<file path="config.mk">
export PLATFORM = sky130hd
export DESIGN_NAME = bayer_src_gen_flat
export DESIGN_NICKNAME = d
export VERILOG_FILES = /design/src/rtl/bayer_pkg.sv /design/src/rtl/bayer_src_gen_if.sv /design/src/rtl/bayer_src_gen_raster_cnt.sv /design/src/rtl/bayer_src_gen.sv /design/src/flat_wrapper.sv
export SDC_FILE = /design/constraint.sdc
export NUM_CORES = 1
export LEC_CHECK = 0
export CORE_AREA = 2 2 120 64
export CTS_CLUSTER_SIZE = 40
export DETAILED_ROUTE_END_ITERATION = 10
export DIE_AREA = 0 0 122 66
export HOLD_SLACK_MARGIN = 0.08
export REMOVE_ABC_BUFFERS = 1
export SYNTH_ARGS = -nofsm -noshare
export SYNTH_HDL_FRONTEND = slang
export SYNTH_SLANG_ARGS = --single-unit
</file>
<file path="constraint.sdc">
create_clock -name mclk -period 1.9 [get_ports mclk]
set_clock_uncertainty 0.05 [all_clocks]
set_input_delay 0.38 -clock mclk [delete_from_list [all_inputs] [get_ports mclk]]
set_output_delay 0.38 -clock mclk [all_outputs]
set_load 0.01 [all_outputs]
</file>
<file path="src/rtl/bayer_pkg.sv">
// Shared encodings for the Bayer test-pattern source: FSM states, pattern selects,
// Bayer phase codes and the 12-bit flat-colour levels.
package bayer_pkg;

    typedef enum logic [1:0] {
        ST_IDLE    = 2'd0,
        ST_STARTUP = 2'd1,
        ST_RUN     = 2'd2,
        ST_DRAIN   = 2'd3
    } state_t;

    typedef enum logic [1:0] {
        PAT_FLAT    = 2'd0,
        PAT_RAMP    = 2'd1,
        PAT_CHECKER = 2'd2,
        PAT_ZERO    = 2'd3
    } pat_t;

    // Phase index is {line parity, column parity}
    localparam logic [1:0] PH_R  = 2'b00;
    localparam logic [1:0] PH_GR = 2'b01;
    localparam logic [1:0] PH_GB = 2'b10;
    localparam logic [1:0] PH_B  = 2'b11;

    localparam logic [11:0] FLAT_R = 12'hC00;
    localparam logic [11:0] FLAT_G = 12'h800;
    localparam logic [11:0] FLAT_B = 12'h400;

    function automatic logic [11:0] flat_colour(input logic [1:0] phase);
        logic [11:0] c;
        case (phase)
            PH_R:    c = FLAT_R;
            PH_B:    c = FLAT_B;
            default: c = FLAT_G;
        endcase
        return c;
    endfunction

endpackage

</file>
<file path="src/rtl/bayer_src_gen_if.sv">
// Bayer stream bundle: run controls into the source, pixel/framing outputs from it.
// No handshake; the sink samples every mclk cycle.
interface bayer_src_gen_if #(
    parameter int DATA_W = 12
);
    logic              en;
    logic [1:0]        pattern_sel;
    logic [DATA_W-1:0] pix_data;
    logic              href;
    logic              vsync;
    logic [11:0]       pixcnt;
    logic              frame_start;
    logic              busy;

    modport master (
        input  en, pattern_sel,
        output pix_data, href, vsync, pixcnt, frame_start, busy
    );

    modport slave (
        output en, pattern_sel,
        input  pix_data, href, vsync, pixcnt, frame_start, busy
    );
endinterface

</file>
<file path="src/rtl/bayer_src_gen_raster_cnt.sv">
// Column/line position counters with wrap and an end-of-frame flag on the last raster cycle.
// Latency: counters update on the edge after adv; clr has priority and holds them at zero.
module raster_cnt #(
    parameter int H_TOT = 1440,
    parameter int V_TOT = 750,
    parameter int HW    = 11,
    parameter int VW    = 10
) (
    input  logic          mclk,
    input  logic          rst_n,
    input  logic          clr,
    input  logic          adv,
    output logic [HW-1:0] h_cnt,
    output logic [VW-1:0] v_cnt,
    output logic          eof
);
    logic h_last;
    logic v_last;

    assign h_last = (h_cnt == HW'(H_TOT - 1));
    assign v_last = (v_cnt == VW'(V_TOT - 1));
    assign eof    = h_last && v_last;

    always_ff @(posedge mclk or negedge rst_n) begin
        if (!rst_n) begin
            h_cnt <= '0;
            v_cnt <= '0;
        end else if (clr) begin
            h_cnt <= '0;
            v_cnt <= '0;
        end else if (adv) begin
            if (h_last) begin
                h_cnt <= '0;
                v_cnt <= v_last ? '0 : v_cnt + VW'(1);
            end else begin
                h_cnt <= h_cnt + HW'(1);
            end
        end
    end

endmodule

</file>
<file path="src/rtl/bayer_src_gen.sv">
// Bayer test-pattern raster source standing in for the sensor front end of bayer2rgb.
// Latency: all outputs registered one cycle behind the raster position; free-running, no backpressure.
module bayer_src_gen
    import bayer_pkg::*;
#(
    parameter int H_ACTIVE = 1280,
    parameter int H_BLANK  = 160,
    parameter int V_ACTIVE = 720,
    parameter int V_BLANK  = 30,
    parameter int VS_W     = 2,
    parameter int STARTUP  = 128,
    parameter int DATA_W   = 12
) (
    input  logic             mclk,
    input  logic             rst_n,
    bayer_src_gen_if.master  bus
);
    localparam int H_TOT = H_ACTIVE + H_BLANK;
    localparam int V_TOT = V_ACTIVE + V_BLANK;
    localparam int HW    = $clog2(H_TOT);
    localparam int VW    = $clog2(V_TOT);
    localparam int SW    = (STARTUP > 1) ? $clog2(STARTUP) : 1;
    localparam int SH_L  = (DATA_W > 12) ? DATA_W - 12 : 0;
    localparam int SH_R  = (DATA_W < 12) ? 12 - DATA_W : 0;

    state_t            state;
    state_t            state_nxt;
    logic [SW-1:0]     st_cnt;
    logic              st_done;
    logic              raster_on;
    logic [HW-1:0]     h_cnt;
    logic [VW-1:0]     v_cnt;
    logic              eof;
    pat_t              pat_reg;
    pat_t              pat_cur;
    logic              frame_first;
    logic              active;
    logic              vs_line;
    logic [1:0]        phase;
    logic              chk_bit;
    logic [DATA_W-1:0] pix_nxt;

    assign st_done   = (st_cnt == SW'(STARTUP - 1));
    assign raster_on = (state == ST_RUN) || (state == ST_DRAIN);

    always_ff @(posedge mclk or negedge rst_n) begin
        if (!rst_n) state <= ST_IDLE;
        else        state <= state_nxt;
    end

    // Stopping only ever happens on the last raster cycle, so frames are never cut short.
    always_comb begin
        state_nxt = state;
        case (state)
            ST_IDLE:    if (bus.en) state_nxt = ST_STARTUP;
            ST_STARTUP: begin
                if (!bus.en)      state_nxt = ST_IDLE;
                else if (st_done) state_nxt = ST_RUN;
            end
            ST_RUN:     if (!bus.en) state_nxt = eof ? ST_IDLE : ST_DRAIN;
            ST_DRAIN: begin
                if (bus.en)  state_nxt = ST_RUN;
                else if (eof) state_nxt = ST_IDLE;
            end
            default:    state_nxt = ST_IDLE;
        endcase
    end

    always_ff @(posedge mclk or negedge rst_n) begin
        if (!rst_n)                    st_cnt <= '0;
        else if (state == ST_STARTUP)  st_cnt <= st_cnt + SW'(1);
        else                           st_cnt <= '0;
    end

    raster_cnt #(
        .H_TOT (H_TOT),
        .V_TOT (V_TOT),
        .HW    (HW),
        .VW    (VW)
    ) u_raster (
        .mclk  (mclk),
        .rst_n (rst_n),
        .clr   (!raster_on),
        .adv   (raster_on),
        .h_cnt (h_cnt),
        .v_cnt (v_cnt),
        .eof   (eof)
    );

    // Pattern is latched at the first pixel of the frame and applies to that pixel already.
    assign frame_first = raster_on && (h_cnt == '0) && (v_cnt == '0);
    assign pat_cur     = frame_first ? pat_t'(bus.pattern_sel) : pat_reg;

    always_ff @(posedge mclk or negedge rst_n) begin
        if (!rst_n)           pat_reg <= PAT_FLAT;
        else if (frame_first) pat_reg <= pat_cur;
    end

    assign active  = raster_on && (32'(h_cnt) < H_ACTIVE) && (32'(v_cnt) < V_ACTIVE);
    assign vs_line = raster_on && (32'(v_cnt) >= V_ACTIVE) && (32'(v_cnt) < V_ACTIVE + VS_W);
    assign phase   = {v_cnt[0], h_cnt[0]};
    assign chk_bit = 1'(32'(h_cnt) >> 3) ^ 1'(32'(v_cnt) >> 3);

    always_comb begin
        pix_nxt = '0;
        if (active) begin
            case (pat_cur)
                PAT_FLAT:    pix_nxt = DATA_W'((32'(flat_colour(phase)) << SH_L) >> SH_R);
                PAT_RAMP:    pix_nxt = DATA_W'(h_cnt);
                PAT_CHECKER: pix_nxt = {DATA_W{chk_bit}};
                default:     pix_nxt = '0;
            endcase
        end
    end

    always_ff @(posedge mclk or negedge rst_n) begin
        if (!rst_n) begin
            bus.pix_data    <= '0;
            bus.href        <= 1'b0;
            bus.vsync       <= 1'b0;
            bus.pixcnt      <= '0;
            bus.frame_start <= 1'b0;
            bus.busy        <= 1'b0;
        end else begin
            bus.pix_data    <= pix_nxt;
            bus.href        <= active;
            bus.vsync       <= vs_line;
            bus.pixcnt      <= active ? 12'(h_cnt) : 12'd0;
            bus.frame_start <= frame_first;
            bus.busy        <= (state != ST_IDLE);
        end
    end

endmodule

</file>
<file path="src/flat_wrapper.sv">
// flat-port wrapper written by rule: the top's interface ports become plain ports
module bayer_src_gen_flat import bayer_pkg::*;
#(
    parameter int H_ACTIVE = 1280,
    parameter int H_BLANK  = 160,
    parameter int V_ACTIVE = 720,
    parameter int V_BLANK  = 30,
    parameter int VS_W     = 2,
    parameter int STARTUP  = 128,
    parameter int DATA_W   = 12
)
  (mclk, rst_n, bus_en, bus_pattern_sel, bus_pix_data, bus_href, bus_vsync, bus_pixcnt, bus_frame_start, bus_busy);
  bayer_src_gen_if #(.DATA_W(DATA_W)) bus_i ();
  input  logic mclk;
  input  logic rst_n;
  input wire logic [$bits(bus_i.en)-1:0] bus_en;
  input wire logic [$bits(bus_i.pattern_sel)-1:0] bus_pattern_sel;
  output wire logic [$bits(bus_i.pix_data)-1:0] bus_pix_data;
  output wire logic [$bits(bus_i.href)-1:0] bus_href;
  output wire logic [$bits(bus_i.vsync)-1:0] bus_vsync;
  output wire logic [$bits(bus_i.pixcnt)-1:0] bus_pixcnt;
  output wire logic [$bits(bus_i.frame_start)-1:0] bus_frame_start;
  output wire logic [$bits(bus_i.busy)-1:0] bus_busy;
  assign bus_i.en = bus_en;
  assign bus_i.pattern_sel = bus_pattern_sel;
  assign bus_pix_data = bus_i.pix_data;
  assign bus_href = bus_i.href;
  assign bus_vsync = bus_i.vsync;
  assign bus_pixcnt = bus_i.pixcnt;
  assign bus_frame_start = bus_i.frame_start;
  assign bus_busy = bus_i.busy;
  bayer_src_gen #(.H_ACTIVE(H_ACTIVE), .H_BLANK(H_BLANK), .V_ACTIVE(V_ACTIVE), .V_BLANK(V_BLANK), .VS_W(VS_W), .STARTUP(STARTUP), .DATA_W(DATA_W)) u_core (.mclk(mclk), .rst_n(rst_n), .bus(bus_i));
endmodule
</file>
==> flow_summary.ini, run 1 <==
[status]
status = complete, but fails checks
violations = setup timing

[min_path]
min_from = u_core.st_cnt[0]
min_path_type = reg -> reg

[job]
drv_cap = 0

[floorplanning]
dieWidth_um = 122
die_height_um = 66
pin_count = 33
core-area_sq_um = 7020
die-area_sq_um = 8050
initial_core_util = 0.398
rows = 22

[grt]
antenna_found_initial = 0
grt_max_degree = 60
first_global_vias = 2096
grt_pass1_wl_mm = 10.8
grt_usage = 0.182
grt_overflow = 0

[logic_synthesis]
synth_cell_types = 49
synth_area_sq_um = 2800
ys.flop_type = dfrtp_1
synthCells = 262
synthArstFlopShare = 1.00
ys_seq_elements = 59
ys_seq_area_frac = 0.528
synth_warnings = 0
syn_avg_cell_area_sq_um = 10.7
synth_enable_flop_cells = 0

[timing]
report.final.hold_viol_count = 0
period_share = 1.05
setup_ws_ns = -0.0952
fin_setup_tns_ns = -1.04
setup_viol = 17
drv_slew = 0
period_needed_ns = 2.00
rsz0062_at_grt = true
max_freq_ghz = 0.501

[critical_path]
crit_chain = nor4b_4 > nand4_2 > or4b_4 > a21boi_4 > a21o_1
crit_required_ns = 2.12
critPathSlowestCell = or4b_4
cp_top_family = simple AND/OR/NAND/NOR gates
critPathLaunch = u_core.u_raster.v_cnt[5]
reg2reg_from = u_core.u_raster.v_cnt[5]
start_kind = flop
arrival_ns = 2.22
worst-path-max-fanout = 5
slowest_delay_ns = 0.56
path_class = reg -> reg
critPathBufInv = 0
end_kind = flop

[clocking]
htree_num_levels = 3
path_clk_slew_ns = 0.05
cts_sinks = 59
clk_latency_ns = 0.33
tritoncts = done
cts_made_buffers = 9
cts_buffer_depth = 2
cts_root_buffer = clkbuf_16

[power]
ir_worst_vdd_v = 0.000570
p_leak_nw = 1.91
total_power_w = 0.00297
power_density_nw_per_um2 = 728

[finish]
syn2layout_area_growth_pct = 45.9
most-common-layout-cells = 59 x dfrtp_1, 44 x buf_4, 30 x clkdlybuf4s50_1
mostFrequentLayoutCell = dfrtp_1
antenna_cells = 0
reg_top3 = u_core.bus.pix_data (12), u_core.bus.pixcnt (11), u_core.u_raster.h_cnt (11)
utilization = 0.581
drive_gt1_frac = 0.289
largest-register = u_core.bus.pix_data
largest_reg_flops = 12
final_nets = 360

[route]
routedWlPerCell_um = 15.0
wl_mm = 6.74
dr.pass1.iters = 4
vias_per_cell = 4.90
ant_nets = 0
drcViolationCount = 0
vias = 2201
drt_iter0_drc = 106

[placement]
gp_congestion = 0.827
dp_hpwl_mm = 4.28
port_buffers = 31
[cells by family (layout without fill, tap and decap cells)]
group	Yosys count	after routing	synth area share
and+or+nand+nor	107	107	0.213
other	1	1	0.00134
xor gates and xnor gates	13	13	0.0407
DFF	59	59	0.528
buffers and inverters	21	111	0.0492
adders and majority gates	7	7	0.0313
AOI/OAI and AO/OA	52	53	0.128
muxes	2	2	0.00761
[layer usage]
layer,up-vias,global-route usage,wire (um)
li1,1077,-,-
met1,1068,0.265,3490
met5,-,0,0
met2,54,0.247,2790
met3,2,0.0793,427
met4,0,0.0345,24
[final cells by class]
cell class                 instances  area (sq um)
fill                             600          2940
clock buffer                      10           239
tap                               96           120
multi-input combinational        183          1380
inverter                           9          33.8
clock inverter                     6          65.1
timing repair buffer              86           769
sequential                        59          1480
[worst reg2reg max path: cells and delay by family (launching register included)]
| family | cells | cell delay [ns] |
|---|---|---|
| AO/OA/AOI/OAI | 2 | 0.39 |
| flip-flops | 1 | 0.40 |
| AND/OR/NAND/NOR | 3 | 1.11 |
[timing repair]
item,CTS,global route
setup endpoints to repair,19,20
buffers inserted,1,9
gates cloned,1,1
endpoints found under the hold margin,59,0
pin swaps,10,14
gates resized for setup,12,31
hold buffers,1,0
[through the flow]
stage | instance area (sq um) | std cells | setup slack [ns] | hold WS (ns)
6_report | 4080 | 449 | -0.0952 | 0.419
5_1_grt | 4080 | 449 | -0.191 | 0.445
4_1_cts | 3850 | 439 | -0.0967 | 0.413
3_5_place_dp | 3450 | 420 | -0.414 | 0.364
3_3_place_gp | 3450 | 420 | -0.360 | 0.358
2_1_floorplan | 2690 | 250 | -0.312 | 0.0344
[final timing paths]
path	slack [ns]	endpoint	cells after the start
worst max-delay path	-0.1	u_core.bus.pix_data[4]	5
worst min-delay path	0.42	u_core.st_cnt[0]	1
worst max register to register	-0.1	u_core.bus.pix_data[4]	5
worst min register to register	0.42	u_core.st_cnt[0]	1
max in group asynchronous	1.01	u_core.bus.vsync	3
min in group asynchronous	0.53	u_core.bus.pixcnt[6]	3
[report_power, final]
part,internal [W],switching (W)
Clock,0.00105,0.000571
Combinational,0.0000356,0.0000468
Sequential,0.00127,0.00000456
[Yosys cell counts, types with 2 or more instances]
cell,instances,area share
o31a_1,2,0.0063
and3_1,4,0.0090
o21ai_1,14,0.025
a21o_1,11,0.030
a31oi_1,2,0.0045
nor3_1,3,0.0054
nor2b_1,3,0.0067
nand2_1,18,0.024
nand4_1,3,0.0067
inv_1,8,0.011
o31ai_2,2,0.0090
buf_6,5,0.020
clkbuf_1,3,0.0040
a21oi_1,6,0.011
o31ai_1,5,0.013
nand2b_1,3,0.0067
or3_1,3,0.0067
nor2_1,23,0.031
buf_4,3,0.0081
xnor2_1,5,0.016
nand3_1,19,0.034
xor2_1,8,0.025
and2_1,16,0.036
dfrtp_1,59,0.53
o21ai_0,4,0.0072
ha_1,7,0.031
No activity file was read; power rests on OpenSTA's default activity.
==> run 2, diff against run 1 <==
--- a/config.mk
+++ b/config.mk
@@ -5,10 +5,11 @@
 export SDC_FILE = /design/constraint.sdc
 export NUM_CORES = 1
 export LEC_CHECK = 0
-export CORE_AREA = 2 2 120 64
+export ABC_AREA = 1
+export CORE_AREA = 2 2 121 64
 export CTS_CLUSTER_SIZE = 40
 export DETAILED_ROUTE_END_ITERATION = 10
-export DIE_AREA = 0 0 122 66
+export DIE_AREA = 0 0 123 66
 export HOLD_SLACK_MARGIN = 0.08
 export REMOVE_ABC_BUFFERS = 1
 export SYNTH_ARGS = -nofsm -noshare
==> run 2 against run 1 <==
Wire length is 8.7% higher. Synthesized cell count rose by 26%. Critical path type unchanged. Highest routed layer unchanged. Largest power group unchanged. Utilization down 4.6 points. The flow now finishes without violations.
==> flow_summary.ini, run 2 <==
[status]
status = finished clean

[placement]
place_ws_ns = -0.0563
port_buffers = 31
dp_hpwl_mm = 5.19
gp_congestion = 0.861
placedInstanceArea_sq_um = 3350
dpl.cell_count = 470

[floorplanning]
pin_count = 33
dieWidth_um = 123
die-area_sq_um = 8120
initial_core_util = 0.398
core-area_sq_um = 7100
die_height_um = 66
rows = 22

[clocking]
cts_root_buffer = clkbuf_16
htree_num_levels = 3
clk_latency_ns = 0.33
cts_made_buffers = 9
cts_sinks = 59
tritoncts = done
path_clk_slew_ns = 0.05
cts_buffer_depth = 2

[grt]
antenna_found_initial = 0
grt_usage = 0.198
first_global_vias = 2248
grt_overflow = 0
grt_pass1_wl_mm = 11.7
grt_max_degree = 40

[finish]
mostFrequentLayoutCell = nand2_1
largest_reg_flops = 12
final-instance-count-excl-fill = 491
final_nets = 402
drive_gt1_frac = 0.185
most-common-layout-cells = 64 x nand2_1, 58 x dfrtp_1, 45 x inv_1
syn2layout_area_growth_pct = 34.5
num-fill-cells = 641
register_area_sq_um = 1480
antenna_cells = 0
reg_top3 = u_core.bus.pix_data (12), u_core.bus.pixcnt (11), u_core.u_raster.h_cnt (11)
largest-register = u_core.bus.pix_data
finalInstanceArea_sq_um = 3800
multi_input_area_sq_um = 1240

[critical_path]
path_class = reg -> reg
critPathSlowestCell = dfrtp_1
end_kind = flop
start_kind = flop
worst-path-max-fanout = 7
arrival_ns = 1.98
crit_chain = nor2_1 > nand2_1 > nor2_2 > nand3_1 > nand2_2 > nand2_4 > nand4_4 > o21ai_0
cp_top_family = simple AND/OR/NAND/NOR gates
crit_required_ns = 2.05
slowest_delay_ns = 0.44
critPathBufInv = 0

[power]
p_clk_frac = 0.341
internal_power_w = 0.00300
power.share.switching = 0.358
p_leak_nw = 1.88
power_density_nw_per_um2 = 1230
combPwrFrac = 0.336
ir_worst_vdd_v = 0.000527
power_frac_seq = 0.323
p_switching_w = 0.00167

[route]
route.met2.wl_mm = 2.73
dr_wl_met3_um = 472
vias = 2366
vias_per_cell = 4.82
highest_layer = met4
routedWlPerCell_um = 14.9
drt_iter0_drc = 189
drcViolationCount = 0
wl_mm = 7.32
ant_nets = 0
dr.pass1.iters = 4
wl_met1_mm = 4.07

[timing]
worst_pin_slew_ns = 0.517
setup_viol = 0
setup_ws_ns = 0.0696
max_freq_ghz = 0.546
period_needed_ns = 1.83
report.final.hold_viol_count = 0
fin_setup_tns_ns = 0
drv_slew = 0
whs_ns = 0.423
relSlewSlack = 0.655
period_share = 0.963

[logic_synthesis]
synth_area_sq_um = 2820
yosys-top-cells-count = 65 x nand2_1, 59 x dfrtp_1, 47 x inv_1, 42 x nor2_1, 21 x nand3_1
synthArstFlopShare = 1.00
yosys.cell_count.top_type = nand2_1
synth_warnings = 0
synth_enable_flop_cells = 0
syn_avg_cell_area_sq_um = 8.58
synthMuxAreaShare = 0
synth_area_leader_cell = dfrtp_1
synthAdderAreaFrac = 0.0310
ys_seq_area_frac = 0.523
synth_top_area_share = 0.523
synthSimpleGateAreaFrac = 0.279
ys.flop_type = dfrtp_1
ys_seq_elements = 59
synth_top_family_by_area = simple AND/OR/NAND/NOR gates
synth_compound_area_frac = 0.0753
synth.area.top_cells = dfrtp_1 52%, nand2_1 8.6%, inv_1 6.2%
synth_xor_area_frac = 0.00620
synth_cell_types = 35
synthCells = 329

[min_path]
min_path_type = reg -> reg

[job]
drv_cap = 0
-- run 2: changes by cell type after synthesis, moves of 11 or more --
cell | previous run | this run
a21o_1 | 11 | 0
and2_1 | 16 | 0
inv_1 | 8 | 47
nand2_1 | 18 | 65
nor2_1 | 23 | 42
-- run 2: layout make-up --
| type | count | share of cell area |
|---|---|---|
| Sequential cell | 59 | 0.389 |
| Multi-Input combinational cell | 216 | 0.326 |
| Timing Repair Buffer | 53 | 0.126 |
| Clock buffer | 11 | 0.0639 |
| Inverter | 51 | 0.0504 |
| Tap cell | 96 | 0.0316 |
| Clock inverter | 5 | 0.0138 |
-- run 2: final timing paths --
kind	start	end	slack [ns]	cells after the start
max	u_core.u_raster.h_cnt[3]	u_core.bus.pix_data[11]	0.07	8
min	u_core.st_cnt[0]	u_core.st_cnt[0]	0.42	1
max reg2reg	u_core.u_raster.h_cnt[3]	u_core.bus.pix_data[11]	0.07	8
min reg2reg	u_core.st_cnt[0]	u_core.st_cnt[0]	0.42	1
max in group asynchronous	rst_n	u_core.u_raster.h_cnt[0]	0.82	3
min in group asynchronous	rst_n	u_core.u_raster.h_cnt[2]	0.51	3
-- run 2: repair_timing --
action                                 in CTS  in global routing
hold buffers                                1                  0
setup endpoints to repair                   7                 18
pin swaps                                   0                 10
gates cloned                                0                  2
endpoints found under the hold margin      20                  0
buffers inserted                            0                  2
resized for setup                           2                 22
-- run 2: layer usage --
metal  GRT usage  up-vias
li1            -     1175
met1       0.309     1113
met2       0.243       72
met3      0.0810        6
met4      0.0526        0
met5           0        -
-- run 2: per-stage QoR --
stage / total power [W] / utilization
after floorplan: 0.00228 / -
after global placement: 0.00276 / 0.471
after detailed placement: 0.00277 / 0.471
after CTS: 0.00440 / 0.516
after global routing: 0.00494 / 0.535
final: 0.00467 / 0.535
-- run 2: kinds of logic (layout without fill, tap and decap cells) --
group	after synthesis	count (layout)
and+or+nand+nor	165	167
xor gates and xnor gates	2	2
DFF	59	59
other	1	1
adders and majority gates	7	7
AOI/OAI and AO/OA	39	39
buffers and inverters	56	120
-- run 2: power by group through the flow --
| stage | sequential, W | combinational [W] | clock (W) |
|---|---|---|---|
| after CTS | 0.00149 | 0.00128 | 0.00162 |
| after global routing | 0.00153 | 0.00172 | 0.00169 |
| after detailed placement | 0.00151 | 0.00126 | 0 |
| after global placement | 0.00151 | 0.00124 | 0 |
| final | 0.00151 | 0.00157 | 0.00159 |
| after floorplan | 0.00152 | 0.000763 | 0 |
==> run 3, diff against run 2 <==
--- a/config.mk
+++ b/config.mk
@@ -6,12 +6,14 @@
 export NUM_CORES = 1
 export LEC_CHECK = 0
 export ABC_AREA = 1
+export ABC_CLOCK_PERIOD_IN_PS = 1900
 export CORE_AREA = 2 2 121 64
 export CTS_CLUSTER_SIZE = 40
 export DETAILED_ROUTE_END_ITERATION = 10
 export DIE_AREA = 0 0 123 66
 export HOLD_SLACK_MARGIN = 0.08
 export REMOVE_ABC_BUFFERS = 1
+export SKIP_CTS_REPAIR_TIMING = 1
 export SYNTH_ARGS = -nofsm -noshare
 export SYNTH_HDL_FRONTEND = slang
 export SYNTH_SLANG_ARGS = --single-unit
==> run 3 against run 2 <==
Cell area decreased by 0.43%. Combinational power is essentially flat. Non-clock buffer count shrank 1. Register-to-register slack better by 0.02 ns. Flip-flop and latch count stayed put. Critical path depth grew 2. Clock-buffer cell count unchanged. Clock power hardly changed. Wire length down 0.36%. Critical path type unchanged. Highest routed layer unchanged.
==> flow_summary.ini, run 3 (same netlist as run 2, synthesis figures left out) <==
[route]
vias_per_cell = 4.84
vias = 2374
wl_mm = 7.30
routedWlPerCell_um = 14.9
drt_iter0_drc = 184
ant_nets = 0
drcViolationCount = 0
dr.pass1.iters = 5

[status]
status = finished clean

[timing]
worst_pin_slew_ns = 0.510
period_needed_ns = 1.81
relSlewSlack = 0.660
rsz0062_at_grt = true
report.final.hold_viol_count = 0
period_share = 0.954
whs_ns = 0.423
setup_viol = 0
setup_ws_ns = 0.0875
drv_slew = 0
max_freq_ghz = 0.552

[power]
power.share.switching = 0.355
combPwrFrac = 0.332
power_frac_seq = 0.325
power_density_nw_per_um2 = 1230
p_leak_nw = 1.87
internal_power_w = 0.00299
ir_worst_vdd_v = 0.000504
p_clk_frac = 0.343
p_switching_w = 0.00165

[min_path]
hold_depth = 1
min_from = u_core.st_cnt[0]
hold_end = u_core.st_cnt[0]
min_path_type = reg -> reg

[floorplanning]
core-area_sq_um = 7100
pin_count = 33
die_height_um = 66
rows = 22
die-area_sq_um = 8120
dieWidth_um = 123
initial_core_util = 0.398

[critical_path]
arrival_ns = 2.02
crit_required_ns = 2.11
end_kind = flop
worst-path-max-fanout = 6
r2r_cells = 10
path_class = reg -> reg
timing.rr.end = u_core.bus.pix_data[4]
reg2reg_slack_ns = 0.09
reg2reg_from = u_core.u_raster.h_cnt[0]
start_kind = flop

[clocking]
clk_latency_ns = 0.33
cts_root_buffer = clkbuf_16
cts_sinks = 59
cts_buffer_depth = 2
tritoncts = done
cts_made_buffers = 9
path_clk_slew_ns = 0.05
htree_num_levels = 3

[finish]
final_nets = 401
mostFrequentLayoutCell = nand2_1
drive_gt1_frac = 0.183
largest_reg_flops = 12
most-common-layout-cells = 64 x nand2_1, 58 x dfrtp_1, 45 x inv_1
antenna_cells = 0
syn2layout_area_growth_pct = 33.9
largest-register = u_core.bus.pix_data
reg_top3 = u_core.bus.pix_data (12), u_core.bus.pixcnt (11), u_core.u_raster.h_cnt (11)
num-fill-cells = 643

[grt]
grt_overflow = 0
antenna_found_initial = 0
grt_usage = 0.197
grt_pass1_wl_mm = 11.7
first_global_vias = 2257
grt_max_degree = 40

[placement]
gp_congestion = 0.861
place_ws_ns = -0.0563
port_buffers = 31
dp_hpwl_mm = 5.19

[job]
drv_cap = 0
-- run 3: cell types whose count changed in the layout (fill, tap and decap cells not counted), sizes merged --
cell,change
buf,-1
-- run 3: per-layer routing --
layer / vias to the layer above / GRT usage / part of all wire
met5: - / 0 / 0
met4: 0 / 0.0554 / 0.0027
met3: 4 / 0.0845 / 0.066
met2: 77 / 0.239 / 0.38
met1: 1118 / 0.305 / 0.56
li1: 1175 / - / -
-- run 3: area by class of cell --
class | count | area (sq um) | area share
clock buffers | 11 | 243 | 0.0642
multi-input cells | 216 | 1230 | 0.325
repair buffers | 52 | 469 | 0.124
clock inverters | 5 | 52.6 | 0.0139
flip-flops and latches | 59 | 1480 | 0.391
inverters | 51 | 191 | 0.0506
well taps | 96 | 120 | 0.0318
-- run 3: stage by stage --
| step | power [W] | area (sq um) | TNS, ns | util | instances |
|---|---|---|---|---|---|
| floorplan | 0.00228 | 2780 | 0 | - | 324 |
| global placement | 0.00276 | 3350 | 0 | 0.471 | 470 |
| detailed placement | 0.00277 | 3350 | -0.0638 | 0.471 | 470 |
| CTS | 0.00438 | 3640 | -0.144 | 0.513 | 486 |
| global route | 0.00492 | 3780 | -0.182 | 0.532 | 490 |
| finish | 0.00464 | 3780 | 0 | 0.532 | 490 |
-- run 3: power groups by stage --
stage / sequential, W / clock, W / combinational, W
floorplan: 0.00152 / 0 / 0.000763
global placement: 0.00151 / 0 / 0.00124
detailed placement: 0.00151 / 0 / 0.00126
CTS: 0.00149 / 0.00162 / 0.00126
global route: 0.00153 / 0.00169 / 0.00171
finish: 0.00151 / 0.00159 / 0.00154
-- run 3: how the worst max path moves through the flow --
stage	endpoint	start	cells after the start
global route	u_core.bus.pix_data[10]	u_core.u_raster.h_cnt[0]	11
CTS	u_core.bus.pix_data[11]	u_core.u_raster.h_cnt[0]	9
floorplan	u_core.u_raster.v_cnt[6]	u_core.u_raster.h_cnt[0]	9
detailed placement	u_core.bus.pix_data[11]	u_core.u_raster.h_cnt[0]	9
global placement	u_core.bus.pix_data[3]	u_core.u_raster.v_cnt[2]	7
finish	u_core.bus.pix_data[4]	u_core.u_raster.h_cnt[0]	10
-- run 3: worst max-delay path: stages, from the launching register on --
cell     delay (ns)
dfrtp_2        0.45
inv_2          0.08
ha_1           0.18
nand3_2        0.13
nor2_4         0.19
nand3_4        0.12
nand2_4        0.10
nand2_8        0.10
nor2_4         0.20
nand2_1        0.07
nand2_1        0.07
